**config.mk**
```make
export PLATFORM = sky130hd
export DESIGN_NAME = unidade_pc
export DESIGN_NICKNAME = d
export VERILOG_FILES = /design/src/rtl/unidade_pc.sv
export SDC_FILE = /design/constraint.sdc
export NUM_CORES = 1
export LEC_CHECK = 0
export BUFFER_PORTS_ARGS = -buffer_cell sky130_fd_sc_hd__buf_2
export CAP_MARGIN = 15
export CORE_MARGIN = 2
export CORE_UTILIZATION = 63
export CTS_CLUSTER_SIZE = 30
export DETAILED_ROUTE_END_ITERATION = 8
export GPL_TIMING_DRIVEN = 0
export PLACE_DENSITY_LB_ADDON = 0.08
export SLEW_MARGIN = 5
export SYNTH_ARGS = -nofsm -noshare
export SYNTH_HDL_FRONTEND = slang
export SYNTH_SLANG_ARGS = --single-unit
```
**constraint.sdc**
```tcl
create_clock -name clock -period 14.8 [get_ports clock]
set_input_delay 0.74 -clock clock [delete_from_list [all_inputs] [get_ports clock]]
set_output_delay 0.74 -clock clock [all_outputs]
set_load 0.1 [all_outputs]
```
**src/rtl/unidade_pc.sv**
```systemverilog
// rtl/unidade_pc.sv - registered program counter with next-PC selection and return-address stack
//
// Purpose: holds the PC of the iZero MIPS datapath and computes the next PC from
// addOp/opcode, the ALU flags and the jump/branch targets. JAL pushes pc+1 onto a
// circular return-address stack and RET pops it.
//
// Ports:
//   clock          in   rising-edge clock
//   reset          in   asynchronous active-low reset
//   habilita       in   1 = commit pcProximo and the stack update on this edge
//   addOp          in   00 hold, 01 increment, 10 opcode decode, 11 jump to salto
//   opcode         in   instruction opcode
//   menor/maior/igual in ALU flags
//   salto          in   unconditional jump target
//   saltoJR        in   register jump target (JR, RET on empty stack)
//   desvio         in   branch target/offset, JAL target
//   limpa_erros    in   clears the sticky error flags on the next edge
//   pc             out  current PC
//   pcProximo      out  next PC (combinational)
//   ras_vazia      out  stack empty
//   ras_cheia      out  stack full
//   erro_overflow  out  sticky: push while full
//   erro_underflow out  sticky: RET while empty
module unidade_pc #(
  parameter int                 ADDR_W     = 26,
  parameter int                 DESVIO_W   = 16,
  parameter int                 DESVIO_REL = 0,
  parameter int                 RAS_DEPTH  = 8,
  parameter logic [ADDR_W-1:0]  RESET_PC   = '0
) (
  input  logic                clock,
  input  logic                reset,
  input  logic                habilita,
  input  logic [1:0]          addOp,
  input  logic [5:0]          opcode,
  input  logic                menor,
  input  logic                maior,
  input  logic                igual,
  input  logic [ADDR_W-1:0]   salto,
  input  logic [ADDR_W-1:0]   saltoJR,
  input  logic [DESVIO_W-1:0] desvio,
  input  logic                limpa_erros,
  output logic [ADDR_W-1:0]   pc,
  output logic [ADDR_W-1:0]   pcProximo,
  output logic                ras_vazia,
  output logic                ras_cheia,
  output logic                erro_overflow,
  output logic                erro_underflow
);

  localparam int PTR_W = $clog2(RAS_DEPTH);
  localparam int CNT_W = $clog2(RAS_DEPTH + 1);

  localparam logic [5:0] OP_BEQ  = 6'b011001;
  localparam logic [5:0] OP_BNE  = 6'b011010;
  localparam logic [5:0] OP_BLT  = 6'b011011;
  localparam logic [5:0] OP_BLET = 6'b011100;
  localparam logic [5:0] OP_BGT  = 6'b011101;
  localparam logic [5:0] OP_BGET = 6'b011110;
  localparam logic [5:0] OP_JAL  = 6'b100000;
  localparam logic [5:0] OP_JR   = 6'b100001;
  localparam logic [5:0] OP_RET  = 6'b100010;

  logic [ADDR_W-1:0] pilha [RAS_DEPTH];
  logic [PTR_W-1:0]  topo;
  logic [PTR_W-1:0]  topo_mais;
  logic [CNT_W-1:0]  conta;

  logic [ADDR_W-1:0] pc_inc;
  logic [ADDR_W-1:0] desvio_abs;
  logic [ADDR_W-1:0] desvio_sext;
  logic [ADDR_W-1:0] alvo_branch;
  logic              cond;
  logic              push;
  logic              pop;
  logic              set_ovf;
  logic              set_unf;

  assign pc_inc      = pc + ADDR_W'(1);
  assign desvio_abs  = ADDR_W'(desvio);
  assign desvio_sext = ADDR_W'($signed(desvio));
  // JAL always uses the absolute form; only conditional branches honour DESVIO_REL.
  assign alvo_branch = (DESVIO_REL != 0) ? (pc_inc + desvio_sext) : desvio_abs;
  // Pointer wraps naturally because RAS_DEPTH is a power of two.
  assign topo_mais   = topo + PTR_W'(1);

  assign ras_vazia = (conta == '0);
  assign ras_cheia = (conta == CNT_W'(RAS_DEPTH));

  always_comb begin
    cond = 1'b0;
    unique case (opcode)
      OP_BEQ:  cond = igual;
      OP_BNE:  cond = !igual;
      OP_BLT:  cond = menor;
      OP_BLET: cond = menor | igual;
      OP_BGT:  cond = maior;
      OP_BGET: cond = maior | igual;
      default: cond = 1'b0;
    endcase
  end

  always_comb begin
    pcProximo = pc;
    push      = 1'b0;
    pop       = 1'b0;
    set_ovf   = 1'b0;
    set_unf   = 1'b0;
    case (addOp)
      2'b00: pcProximo = pc;
      2'b01: pcProximo = pc_inc;
      2'b11: pcProximo = salto;
      default: begin
        case (opcode)
          OP_JAL: begin
            pcProximo = desvio_abs;
            push      = 1'b1;
            set_ovf   = ras_cheia;
          end
          OP_JR: pcProximo = saltoJR;
          OP_RET: begin
            if (ras_vazia) begin
              pcProximo = saltoJR;
              set_unf   = 1'b1;
            end else begin
              pcProximo = pilha[topo];
              pop       = 1'b1;
            end
          end
          OP_BEQ, OP_BNE, OP_BLT, OP_BLET, OP_BGT, OP_BGET:
            pcProximo = cond ? alvo_branch : pc_inc;
          default: pcProximo = pc_inc;
        endcase
      end
    endcase
  end

  always_ff @(posedge clock or negedge reset) begin
    if (!reset) begin
      pc    <= RESET_PC;
      topo  <= '0;
      conta <= '0;
    end else if (habilita) begin
      pc <= pcProximo;
      if (push) begin
        topo <= topo_mais;
        // When full the oldest entry is overwritten, so the count saturates.
        if (!ras_cheia) conta <= conta + CNT_W'(1);
      end else if (pop) begin
        topo  <= topo - PTR_W'(1);
        conta <= conta - CNT_W'(1);
      end
    end
  end

  // Stack contents need no reset: an entry is only read after it was written.
  always_ff @(posedge clock) begin
    if (habilita && push) pilha[topo_mais] <= pc_inc;
  end

  // Clear works regardless of habilita; a simultaneous set takes priority.
  always_ff @(posedge clock or negedge reset) begin
    if (!reset) begin
      erro_overflow  <= 1'b0;
      erro_underflow <= 1'b0;
    end else begin
      erro_overflow  <= (habilita & set_ovf) | (erro_overflow  & ~limpa_erros);
      erro_underflow <= (habilita & set_unf) | (erro_underflow & ~limpa_erros);
    end
  end

endmodule
```
Yosys cells after proc, flatten, opt, wreduce, memory -nomap -nowiden

Memory sizes are Yosys's and may differ from the RTL's.
Index checks and enable logic that the tools add are counted.

Memories kept: 1
RAM bits: 208
Bits in registers: 35
Output and inout bits: 56
Word-level logic and storage cells: 64

$add $sub $neg: 5
Bitwise logic cells: 9
Reduce and logical (&&, ||, !) cells: 9
Multiplexer cells: 22
Equal/unequal tests: 13

Memory list:

| memory | depth | width | rd ports | clocked after Yosys merged registers in | write ports | RTL line | RTL |
|---|---|---|---|---|---|---|---|
| pilha  | 8     | 26    | 1        | 0                                       | 1           | 64       | `logic [ADDR_W-1:0] pilha [RAS_DEPTH];` |

Operators by type and width:

| kind                    | count |
|---|---|
| $pmux W26 S4            | 1 |
| $pmux W26 S3            | 1 |
| $mux W26                | 2 |
| $eq A6 B5 Y1 const B    | 6 |
| $add A26 B1 Y26 const B | 1 |
| $eq A6 B6 Y1 const B    | 3 |
| $mux W1                 | 12 |
| $mux W4                 | 3 |
| $mux W3                 | 2 |
| $pmux W1 S6             | 1 |
| $reduce_or A6 Y1        | 1 |
| $add A4 B1 Y4 const B   | 1 |
| $and A1 B1 Y1           | 4 |
| $eq A4 B4 Y1 const B    | 1 |
| $logic_not A4 Y1        | 1 |
| $or A1 B1 Y1            | 4 |
| $sub A4 B1 Y4 const B   | 1 |
| $add A3 B1 Y3 const B   | 1 |
| $reduce_and A3 Y1       | 1 |
| $reduce_or A3 Y1        | 1 |
| $sub A3 B1 Y3 const B   | 1 |
| $eq A2 B1 Y1 const B    | 1 |
| $eq A2 B2 Y1 const B    | 1 |
| $logic_not A2 Y1        | 1 |
| other kinds (6)         | 6 |

Depth between registers and ports, before layout

Gate-level depths: netlist of run 1.

Depth in word-level cells: 6
Gate-level depth with buffers: 10
Gate-level depth less buffers: 9

Worst setup path before layout of run 1

No wires, ideal clock.

Path type: reg-to-output
Start: reg pc[0]
End: out pcProximo[22]
Arrival time: 5.008 ns
Path slack: 9.052 ns
Data required time: 14.060 ns
Cell stages (with the launch flop): 8
Path through: dfrtp_1 -> ha_1 -> nand3_2 -> nor4_4 -> nor4b_4 -> xnor2_1 -> a21boi_1 -> a211oi_1

Word-level cells in the longest chain between the ends: 4

RTL lines:

| what                   | RTL line | RTL |
|---|---|---|
| from (decl)            | 43       | `output logic [ADDR_W-1:0] pc,` |
| from (signal assigned) | 144      | `pc <= pcProximo;` |
| $add A26 B1 Y26 *      | 79       | `assign pc_inc = pc + ADDR_W'(1);` |
| net pc_inc[22]         | 69       | `logic [ADDR_W-1:0] pc_inc;` |
| $mux W26               | 131      | `pcProximo = cond ? alvo_branch : pc_inc;` |
| $pmux W26 S4           | 114      | `case (opcode)` |
| $pmux W26 S3 *         | 109      | `case (addOp)` |
| to (decl)              | 44       | `output logic [ADDR_W-1:0] pcProximo,` |

Mark *: on every way through the listed nets, which the timed path passes. The rest lies on a longest branch.

Worst setup path in the final report of run 1

Ends and elaborated chain as after synthesis.

==> results of run 1 <==
kinds of logic (layout without fill, tap and decap cells):
group           after synthesis  in the layout  share of synthesized area
flops                       243            243                     0.5942
simple gates                206            206                    0.09813
compound gates              197            197                     0.1324
mux                          92             92                     0.1051
buf+inv                      78            281                    0.03267
xor+xnor                     41             41                    0.03059
fa+ha+maj                     6              6                   0.006890
routing by layer:
metal	share of wire	up-vias	track usage	wire (microns)
met1	0.37	4330	0.4811	13090
met4	0.039	0	0.1274	1381
met5	0	-	0	0
met3	0.12	121	0.07470	4221
met2	0.47	695	0.5779	16870
li1	-	3788	-	-
per-stage QoR:
stage / hold WS (ns) / utilization / power [uW] / cells / setup slack, ns
2_1_floorplan: 0.4444 / - / 1174 / 863 / 9.052
3_3_place_gp: 0.4750 / 0.6930 / 1274 / 1234 / 6.511
3_5_place_dp: 0.4738 / 0.7098 / 1282 / 1255 / 10.56
4_1_cts: 0.4063 / 0.7554 / 1924 / 1300 / 9.945
5_1_grt: 0.4362 / 0.7554 / 1973 / 1300 / 9.786
6_report: 0.3965 / 0.7554 / 1932 / 1300 / 9.763
final cells by class:
cell class	count	area, sq um
sequential	243	7122
fill	1193	4576
multi-input combinational	542	4522
timing repair buffer	158	948.4
clock buffer	32	703.2
buffer	59	320.3
tap	234	292.8
clock inverter	13	150.1
inverter	19	71.32
power groups by stage:
stage	combinational [uW]	clock, uW	sequential, uW
3_3_place_gp	449	0	824
5_1_grt	483	677	814
3_5_place_dp	457	0	825
6_report	466	654	812
4_1_cts	458	654	811
2_1_floorplan	264	0	910
flip-flops by register name, summed over array words and instances, names as in the netlist:
| register | cells |
|---|---|
| pilha | 208 |
| erro_overflow | 1 |
| conta | 4 |
| topo | 3 |
| pc | 26 |
| erro_underflow | 1 |
worst max-delay path, cell delays in order, from the launching register on:
cell and delay [ns]:
dfrtp_1 0.55, ha_1 0.28, nand3_2 0.20, nor4_4 0.70
nor4b_4 0.45, xnor2_1 0.46, a21boi_1 0.19, a211oi_1 0.41
buf_2 0.51
worst paths after layout:
| check | start | to | slack, ns |
|---|---|---|---|
| worst max register to register | topo[1]$_DFFE_PN0P_ | pilha[7][21]$_DFFE_PP_ | 10.81 |
| worst max-delay path | pc[0]$_DFFE_PN0P_ | pcProximo[22] | 9.76 |
| max in group asynchronous | reset | pc[12]$_DFFE_PN0P_ | 13.75 |
| min in group clock | limpa_erros | erro_overflow$_DFF_PN0_ | 0.49 |
| worst min-delay path | reset | pc[23]$_DFFE_PN0P_ | 0.40 |
| worst min register to register | erro_overflow$_DFF_PN0_ | erro_overflow$_DFF_PN0_ | 0.49 |
cell usage after synthesis (all sizes together), types with 4 or more instances:
| cell type | number | area share |
|---|---|---|
| a211o | 4 | 0.0029 |
| a211oi | 7 | 0.0044 |
| a31oi | 6 | 0.0031 |
| o21ai | 28 | 0.013 |
| mux2i | 58 | 0.048 |
| a22oi | 16 | 0.010 |
| a22o | 7 | 0.0051 |
| nor4 | 7 | 0.0079 |
| mux2 | 8 | 0.0078 |
| o41ai | 5 | 0.0068 |
| a221o | 13 | 0.011 |
| ha | 5 | 0.0052 |
| nor2 | 55 | 0.019 |
| a21oi | 30 | 0.014 |
| o22ai | 13 | 0.0073 |
| nor2b | 10 | 0.0052 |
| a221oi | 22 | 0.021 |
| and4 | 5 | 0.0044 |
| xnor2 | 27 | 0.020 |
| buf | 39 | 0.020 |
| a2bb2oi | 4 | 0.0029 |
| o31ai | 11 | 0.0090 |
| o2bb2ai | 5 | 0.0037 |
| inv | 19 | 0.0059 |
| nand4 | 7 | 0.0047 |
| edfxtp | 208 | 0.52 |
| nand2 | 46 | 0.015 |
| nand3 | 28 | 0.012 |
| and3 | 8 | 0.0042 |
| a21o | 6 | 0.0038 |
| clkbuf | 20 | 0.0063 |
| nor3 | 20 | 0.011 |
| xor2 | 14 | 0.011 |
| dfrtp | 35 | 0.073 |
| mux4 | 26 | 0.049 |
==> results.py, run 1 <==
metrics = {
    "logic_synthesis": {
        "avgSynthCellArea_sq_um": 13.89,
        "syn_area_sq_um": 11990,
        "ys_seq_elements": 243,
        "synth_cell_types": 86,
        "synthArstFlopShare": 0.1440,
        "syn-instance-count": 863,
        "synth_ff_type": "edfxtp_1",
        "yosys_warnings": 0,
        "synth_fp_nets": 952,
        "ys_seq_area_frac": 0.5942,
        "synth_edf_count": 208,
    },
    "clock_network": {
        "htreeDepth": 1,
        "clk_path_buf_depth": 3,
        "cts.clk_slew.worst_paths_ns": 0.07,
        "cts.sinks": 243,
        "cts_tree": "yes",
        "cts_buffers": 25,
        "root_buffer": "clkbuf_16",
        "cts-resized-gates": 0,
        "clkLatencyLatePin_ns": 0.53,
        "post_cts_buffers": 0,
        "cts_hold_buf": 0,
    },
    "final_layout": {
        "finalInstanceArea_sq_um": 14130,
        "layout_common_cells": "208 x edfxtp_1, 156 x buf_2, 58 x mux2i_1",
        "syn2layout_area_growth_pct": 17.89,
        "diodes": 0,
        "final_net_count": 1137,
        "drive_gt1_frac": 0.3049,
        "layout_commonest_cell": "edfxtp_1",
    },
    "timing": {
        "slew_viol_final": 0,
        "max_freq_mhz": 198.5,
        "slew_headroom": 0.3010,
        "hold_viol_final": 0,
        "period_share": 0.3403,
        "rsz0062_at_grt": "no",
        "fin_skew_ns": 0.02667,
        "timing.setup.tns_ns": 0,
        "worst_pin_slew_ns": 1.048,
        "period_needed_ns": 5.037,
        "setup_violations": 0,
    },
    "grt": {
        "grt_overflow_total": 0,
        "grt_usage": 0.3552,
        "grt_max_degree": 36,
        "grt_pass1_vias": 8685,
        "grt_pass1_wl_microns": 52380,
        "antenna_found_initial": 0,
    },
    "die": {
        "core-area_sq_um": 18710,
        "die_x_microns": 141.9,
        "die_area_sq_um": 20140,
        "initial_core_util": 0.6407,
        "io_pins": 139,
        "die_h_microns": 141.9,
        "rows": 50,
    },
    "pwr": {
        "seqPwrFrac": 0.420,
        "clock_power_share": 0.339,
        "p_sw_frac": 0.3386,
        "pwr-share-comb": 0.241,
        "p_per_area_nw_per_um2": 136.8,
        "p_int_uw": 1278,
        "p_switching_uw": 654.3,
        "peakVddDrop_v": 0.0001030,
        "power_leakage_uw": 0.005217,
    },
    "critical_path": {
        "required_ns": 14.06,
        "crit_path_end_kind": "output pin",
        "crit_path_max_fanout": 10,
        "crit_arrival_ns": 4.30,
        "critical_path_class": "flop to output pin",
        "critPathLaunchType": "flop",
        "reg2regPathDepth": 10,
    },
    "flow_run": {
        "cap_viol_max_count": 0,
    },
    "detailed_routing": {
        "viasPerCell": 6.872,
        "drt_iter0_drc": 1077,
        "firstDrtPassIters": 7,
        "drc": 0,
        "vias": 8934,
        "ant_nets": 0,
        "wl_microns": 35570,
        "wire_per_inst_microns": 27.36,
    },
    "place": {
        "io_buffers": 137,
        "place_congestion": 0.9577,
        "hpwlAfterDp_microns": 24710,
        "place_area_sq_um": 13280,
    },
    "run_status": {
        "status": "completed",
    },
    "hold_path": {
        "hp-class": "input port to asynchronous set/reset pin",
    },
}
Power figures use the tool's default switching activity.
==> run 2: changes to the inputs <==
Settings changed: CORE_UTILIZATION 63 to 53.
Clock period 14.8 ns to 4.35 ns, I/O delays scaled along.
==> results.py, run 2 (synthesis gave the netlist of run 1 again) <==
metrics = {
    "run_status": {
        "status": "completed",
    },
    "critical_path": {
        "critPathTopFamily": "simple AND/OR/NAND/NOR gates",
        "regToRegSetupSlack_ns": 0.29,
        "reg2reg_from": "topo[1]$_DFFE_PN0P_",
        "crit_path_cell_trace": "ha_1, nand3_2, nor4_4, buf_4, buf_4, and4_4, xnor2_1, a21oi_2, nor4_4, buf_2",
        "crit_path_end_kind": "output pin",
        "required_ns": 4.13,
        "worst-path-buf-inv": 3,
        "crit_arrival_ns": 3.92,
        "r2r_end": "pilha[3][9]$_DFFE_PP_",
        "critPathLaunchType": "flop",
        "slowest_delay_ns": 0.70,
        "crit_slowest_cell": "xnor2_1",
        "crit_path_max_fanout": 9,
        "reg2regPathDepth": 10,
        "critical_path_class": "flop to output pin",
    },
    "final_layout": {
        "largestRegisters": "pilha: 208 flops, pc: 26 flops, conta: 4 flops",
        "layout_commonest_cell": "edfxtp_1",
        "layout_common_cells": "208 x edfxtp_1, 156 x buf_2, 58 x mux2i_1",
        "finalInstanceArea_sq_um": 14300,
        "drive_gt1_frac": 0.3147,
        "largest_reg_flops": 208,
        "syn2layout_area_growth_pct": 19.32,
        "final_net_count": 1145,
        "top_register": "pilha",
        "utilization": 0.6375,
        "finalNonFillerCells": 1360,
    },
    "clock_network": {
        "cts_tree": "yes",
        "clk_path_buf_depth": 3,
        "clkLatencyLatePin_ns": 0.54,
        "root_buffer": "clkbuf_16",
        "cts-resized-gates": 0,
        "cts.clk_slew.worst_paths_ns": 0.06,
        "cts_buffers": 26,
        "cts.sinks": 243,
        "htreeDepth": 1,
    },
    "timing": {
        "worst_pin_slew_ns": 1.179,
        "fin_ws_ns": 0.2142,
        "setup_violations": 0,
        "whs_ns": 0.02194,
        "rsz0062_at_grt": "no",
        "fin_skew_ns": 0.01448,
        "period_needed_ns": 4.136,
        "period_share": 0.9508,
        "slew_headroom": 0.2143,
        "max_freq_mhz": 241.8,
        "slew_viol_final": 0,
        "hold_viol_final": 0,
    },
    "die": {
        "io_pins": 139,
        "die_x_microns": 154.4,
        "initial_core_util": 0.5342,
        "core-area_sq_um": 22430,
        "die_h_microns": 154.4,
        "die_area_sq_um": 23830,
        "rows": 55,
    },
    "place": {
        "dp_cells": 1307,
        "io_buffers": 137,
        "place_congestion": 0.9007,
        "hpwlAfterDp_microns": 25990,
        "place_ws_ns": 0.3629,
        "place_area_sq_um": 13400,
    },
    "detailed_routing": {
        "ant_nets": 0,
        "wire_per_inst_microns": 27.35,
        "viasPerCell": 6.463,
        "wl_microns": 37190,
        "drt_iter0_drc": 1258,
        "drc": 0,
        "vias": 8789,
        "firstDrtPassIters": 5,
    },
    "grt": {
        "grt_pass1_wl_microns": 54220,
        "grt_pass1_vias": 8274,
        "antenna_found_initial": 1,
        "grt_overflow_total": 0,
        "grt_max_degree": 36,
        "grt_usage": 0.3125,
    },
    "flow_run": {
        "cap_viol_max_count": 0,
    },
    "hold_path": {
        "hold_end": "pc[2]$_DFFE_PN0P_",
        "min-delay-start": "desvio[2]",
        "hp-class": "input port to flop",
        "holdPathStages": 3,
    },
    "pwr": {
        "power_leakage_uw": 0.005269,
        "peakVddDrop_v": 0.0003374,
        "p_per_area_nw_per_um2": 459.8,
    },
}
==> run 2: how the worst max path moves through the flow <==
stage,start,end,cells past startpoint
6_report,pc[0]$_DFFE_PN0P_,pcProximo[24],10
5_1_grt,pc[0]$_DFFE_PN0P_,pcProximo[24],10
2_1_floorplan,topo[1]$_DFFE_PN0P_,pilha[1][0]$_DFFE_PP_,7
4_1_cts,pc[0]$_DFFE_PN0P_,pcProximo[22],8
3_5_place_dp,topo[1]$_DFFE_PN0P_,pilha[3][9]$_DFFE_PP_,10
3_3_place_gp,topo[1]$_DFFE_PN0P_,pilha[1][23]$_DFFE_PP_,7
==> run 2: per-stage QoR <==
stage,setup TNS [ns],total power [uW]
final,0,6575
after global routing,0,6747
after CTS,0,6569
after detailed placement,0,4380
after global placement,-375.03,4364
after floorplan,-17.54,4004
==> run 2: cell type report <==
| cell class | instances | area (sq um) |
|---|---|---|
| Inverter | 19 | 71.32 |
| Clock buffer | 30 | 686.9 |
| Multi-Input combinational cell | 542 | 4577 |
| Antenna cell | 1 | 2.502 |
| Buffer | 59 | 320.3 |
| Tap cell | 285 | 356.6 |
| Timing Repair Buffer | 165 | 1008 |
| Clock inverter | 16 | 156.4 |
| Fill cell | 1712 | 8133 |
| Sequential cell | 243 | 7122 |
==> run 2: worst register-to-register path, cell delays in order, from the launching register on <==
cell     delay [ns]
dfrtp_1        0.36
buf_2          0.30
buf_2          0.39
buf_2          0.41
inv_1          0.09
ha_1           0.28
buf_1          0.44
nand2_1        0.24
nor3_2         0.78
buf_6          0.28
buf_6          0.18
==> run 2: per-layer routing <==
| metal | vias to the layer above | share of wire | track usage |
|---|---|---|---|
| met3 | 105 | 0.11 | 0.06108 |
| met1 | 4347 | 0.40 | 0.4475 |
| met4 | 0 | 0.032 | 0.09700 |
| met2 | 529 | 0.46 | 0.4899 |
| met5 | - | 0 | 0 |
| li1 | 3808 | - | - |
==> run 2: repair_timing <==
item,CTS,global route
hold buffers,3,0
endpoints found under the hold margin,38,0
setup endpoints to repair,0,3
setup buffers,0,3
==> run 2: where the power goes <==
group	internal (uW)	switching (uW)	total, uW
sequential	2680	82.4	2760
combinational	354	1240	1590
clock	1300	917	2220
total	4340	2240	6580
==> run 3: changes to the inputs <==
Settings changed: GPL_TIMING_DRIVEN 0 to unset.
==> results.py, run 3 (synthesis gave the netlist of run 1 again) <==
metrics = {
    "final_layout": {
        "syn2layout_area_growth_pct": 16.91,
        "utilization": 0.6246,
        "largest_reg_flops": 208,
        "diodes": 0,
        "finalInstanceArea_sq_um": 14010,
        "largestRegisters": "pilha: 208 flops, pc: 26 flops, conta: 4 flops",
        "finalNonFillerCells": 1317,
        "seq_area_sq_um": 7127,
        "layout_commonest_cell": "edfxtp_1",
        "layout_common_cells": "208 x edfxtp_1, 138 x buf_2, 58 x mux2i_1",
        "multiInputGateArea_sq_um": 4592,
        "fillers": 1742,
        "top_register": "pilha",
        "final_net_count": 1101,
        "drive_gt1_frac": 0.3120,
    },
    "clock_network": {
        "cts-resized-gates": 0,
        "clkLatencyLatePin_ns": 0.52,
        "cts.clk_slew.worst_paths_ns": 0.06,
        "clk_path_buf_depth": 3,
        "post_cts_buffers": 0,
        "cts_buffers": 26,
        "htreeDepth": 1,
        "cts.sinks": 243,
        "cts_tree": "yes",
        "root_buffer": "clkbuf_16",
    },
    "critical_path": {
        "required_ns": 4.13,
        "crit_path_max_fanout": 10,
        "critical_path_class": "flop to output pin",
        "crit_path_end_kind": "output pin",
        "critPathLaunchType": "flop",
        "crit_arrival_ns": 3.91,
    },
    "die": {
        "die_x_microns": 154.4,
        "rows": 55,
        "core-area_sq_um": 22430,
        "die_area_sq_um": 23830,
        "io_pins": 139,
        "initial_core_util": 0.5342,
        "die_h_microns": 154.4,
    },
    "timing": {
        "slew_viol_final": 0,
        "setup_violations": 0,
        "worst_pin_slew_ns": 1.133,
        "period_needed_ns": 4.123,
        "rsz0062_at_grt": "no",
        "period_share": 0.9478,
        "hold_viol_final": 0,
        "slew_headroom": 0.2450,
        "max_freq_mhz": 242.6,
        "fin_skew_ns": 0.01746,
    },
    "grt": {
        "use_met1": 0.4151,
        "met3_usage": 0.06332,
        "grt.busiest_layer": "met2",
        "grt_overflow_total": 0,
        "grt_pass1_wl_microns": 50010,
        "grt_pass1_vias": 8032,
        "grt_usage": 0.2830,
        "grt_max_degree": 44,
        "antenna_found_initial": 0,
        "gr-usage-met2": 0.4405,
    },
    "place": {
        "hpwlAfterDp_microns": 22380,
        "place_area_sq_um": 13130,
        "place_congestion": 0.8569,
        "io_buffers": 138,
        "dp_cells": 1266,
    },
    "detailed_routing": {
        "wl_microns": 33560,
        "drt_iter0_drc": 835,
        "drc": 0,
        "vias": 8306,
        "wire_per_inst_microns": 25.48,
        "ant_nets": 0,
        "viasPerCell": 6.307,
        "firstDrtPassIters": 5,
    },
    "pwr": {
        "seqPwrFrac": 0.434,
        "peakVddDrop_v": 0.0003275,
        "clock_power_share": 0.332,
        "p_per_area_nw_per_um2": 461.8,
        "p_sw_frac": 0.3322,
        "p_switching_uw": 2150,
        "pwr-share-comb": 0.233,
        "p_int_uw": 4321,
        "power_leakage_uw": 0.005128,
        "power_uw": 6471,
    },
    "run_status": {
        "status": "completed",
    },
    "flow_run": {
        "cap_viol_max_count": 0,
    },
    "hold_path": {
        "hp-class": "input port to flop",
    },
}
-- run 3: through the flow --
stage | TNS [ns] | setup slack (ns) | hold slack (ns)
floorplan | -17.54 | -0.3373 | -0.07809
global route | 0 | 0.08435 | 0.03600
CTS | 0 | 0.2102 | 0.02956
finish | 0 | 0.2272 | 0.04166
detailed placement | 0 | 0.7986 | 0.4755
global placement | 0 | 0.8851 | 0.4718
-- run 3: area by class of cell --
| type | instances | area share |
|---|---|---|
| well taps | 285 | 0.02545 |
| clock inverters | 8 | 0.004822 |
| flip-flops and latches | 243 | 0.5086 |
| repair buffers | 180 | 0.07233 |
| inverters | 19 | 0.005090 |
| clock buffers | 40 | 0.05599 |
| multi-input cells | 542 | 0.3277 |
-- run 3: path summary, 6_finish.rpt --
kind	start	end	slack (ns)	cells after the start
min in group asynchronous	reset	pc[17]$_DFFE_PN0P_	0.45	2
max reg2reg	topo[0]$_DFFE_PN0P_	pilha[7][5]$_DFFE_PP_	1.23	6
min reg2reg	erro_overflow$_DFF_PN0_	erro_overflow$_DFF_PN0_	0.50	1
min	desvio[9]	pc[9]$_DFFE_PN0P_	0.04	3
max in group asynchronous	reset	topo[1]$_DFFE_PN0P_	3.06	2
max	pc[0]$_DFFE_PN0P_	pcProximo[22]	0.23	8
-- run 3: power by group through the flow --
stage	logic, uW	registers (uW)	clock network [uW]
2_1_floorplan	906	3100	0
3_3_place_gp	1490	2860	0
3_5_place_dp	1490	2860	0
4_1_cts	1500	2810	2180
5_1_grt	1580	2820	2280
6_report	1510	2810	2150
-- run 3: worst max-delay path, cell delays in order (launching register included) --
cell and delay, ns:
dfrtp_1 0.52, ha_1 0.28, nand3_2 0.20, nor4_4 0.55, nor4b_4 0.43, xnor2_1 0.38
a21boi_1 0.18, a211oi_2 0.34, buf_2 0.49
-- run 3: what timing repair did --
| item | CTS | global route |
|---|---|---|
| setup endpoints to repair | 0 | 1 |
| hold buffers | 3 | 0 |
| endpoints found under the hold margin | 37 | 0 |
-- run 3: layer usage --
metal / share of wire / up-vias
met4: 0.018 / 0
li1: - / 3709
met5: 0 / -
met3: 0.096 / 45
met2: 0.46 / 397
met1: 0.43 / 4155
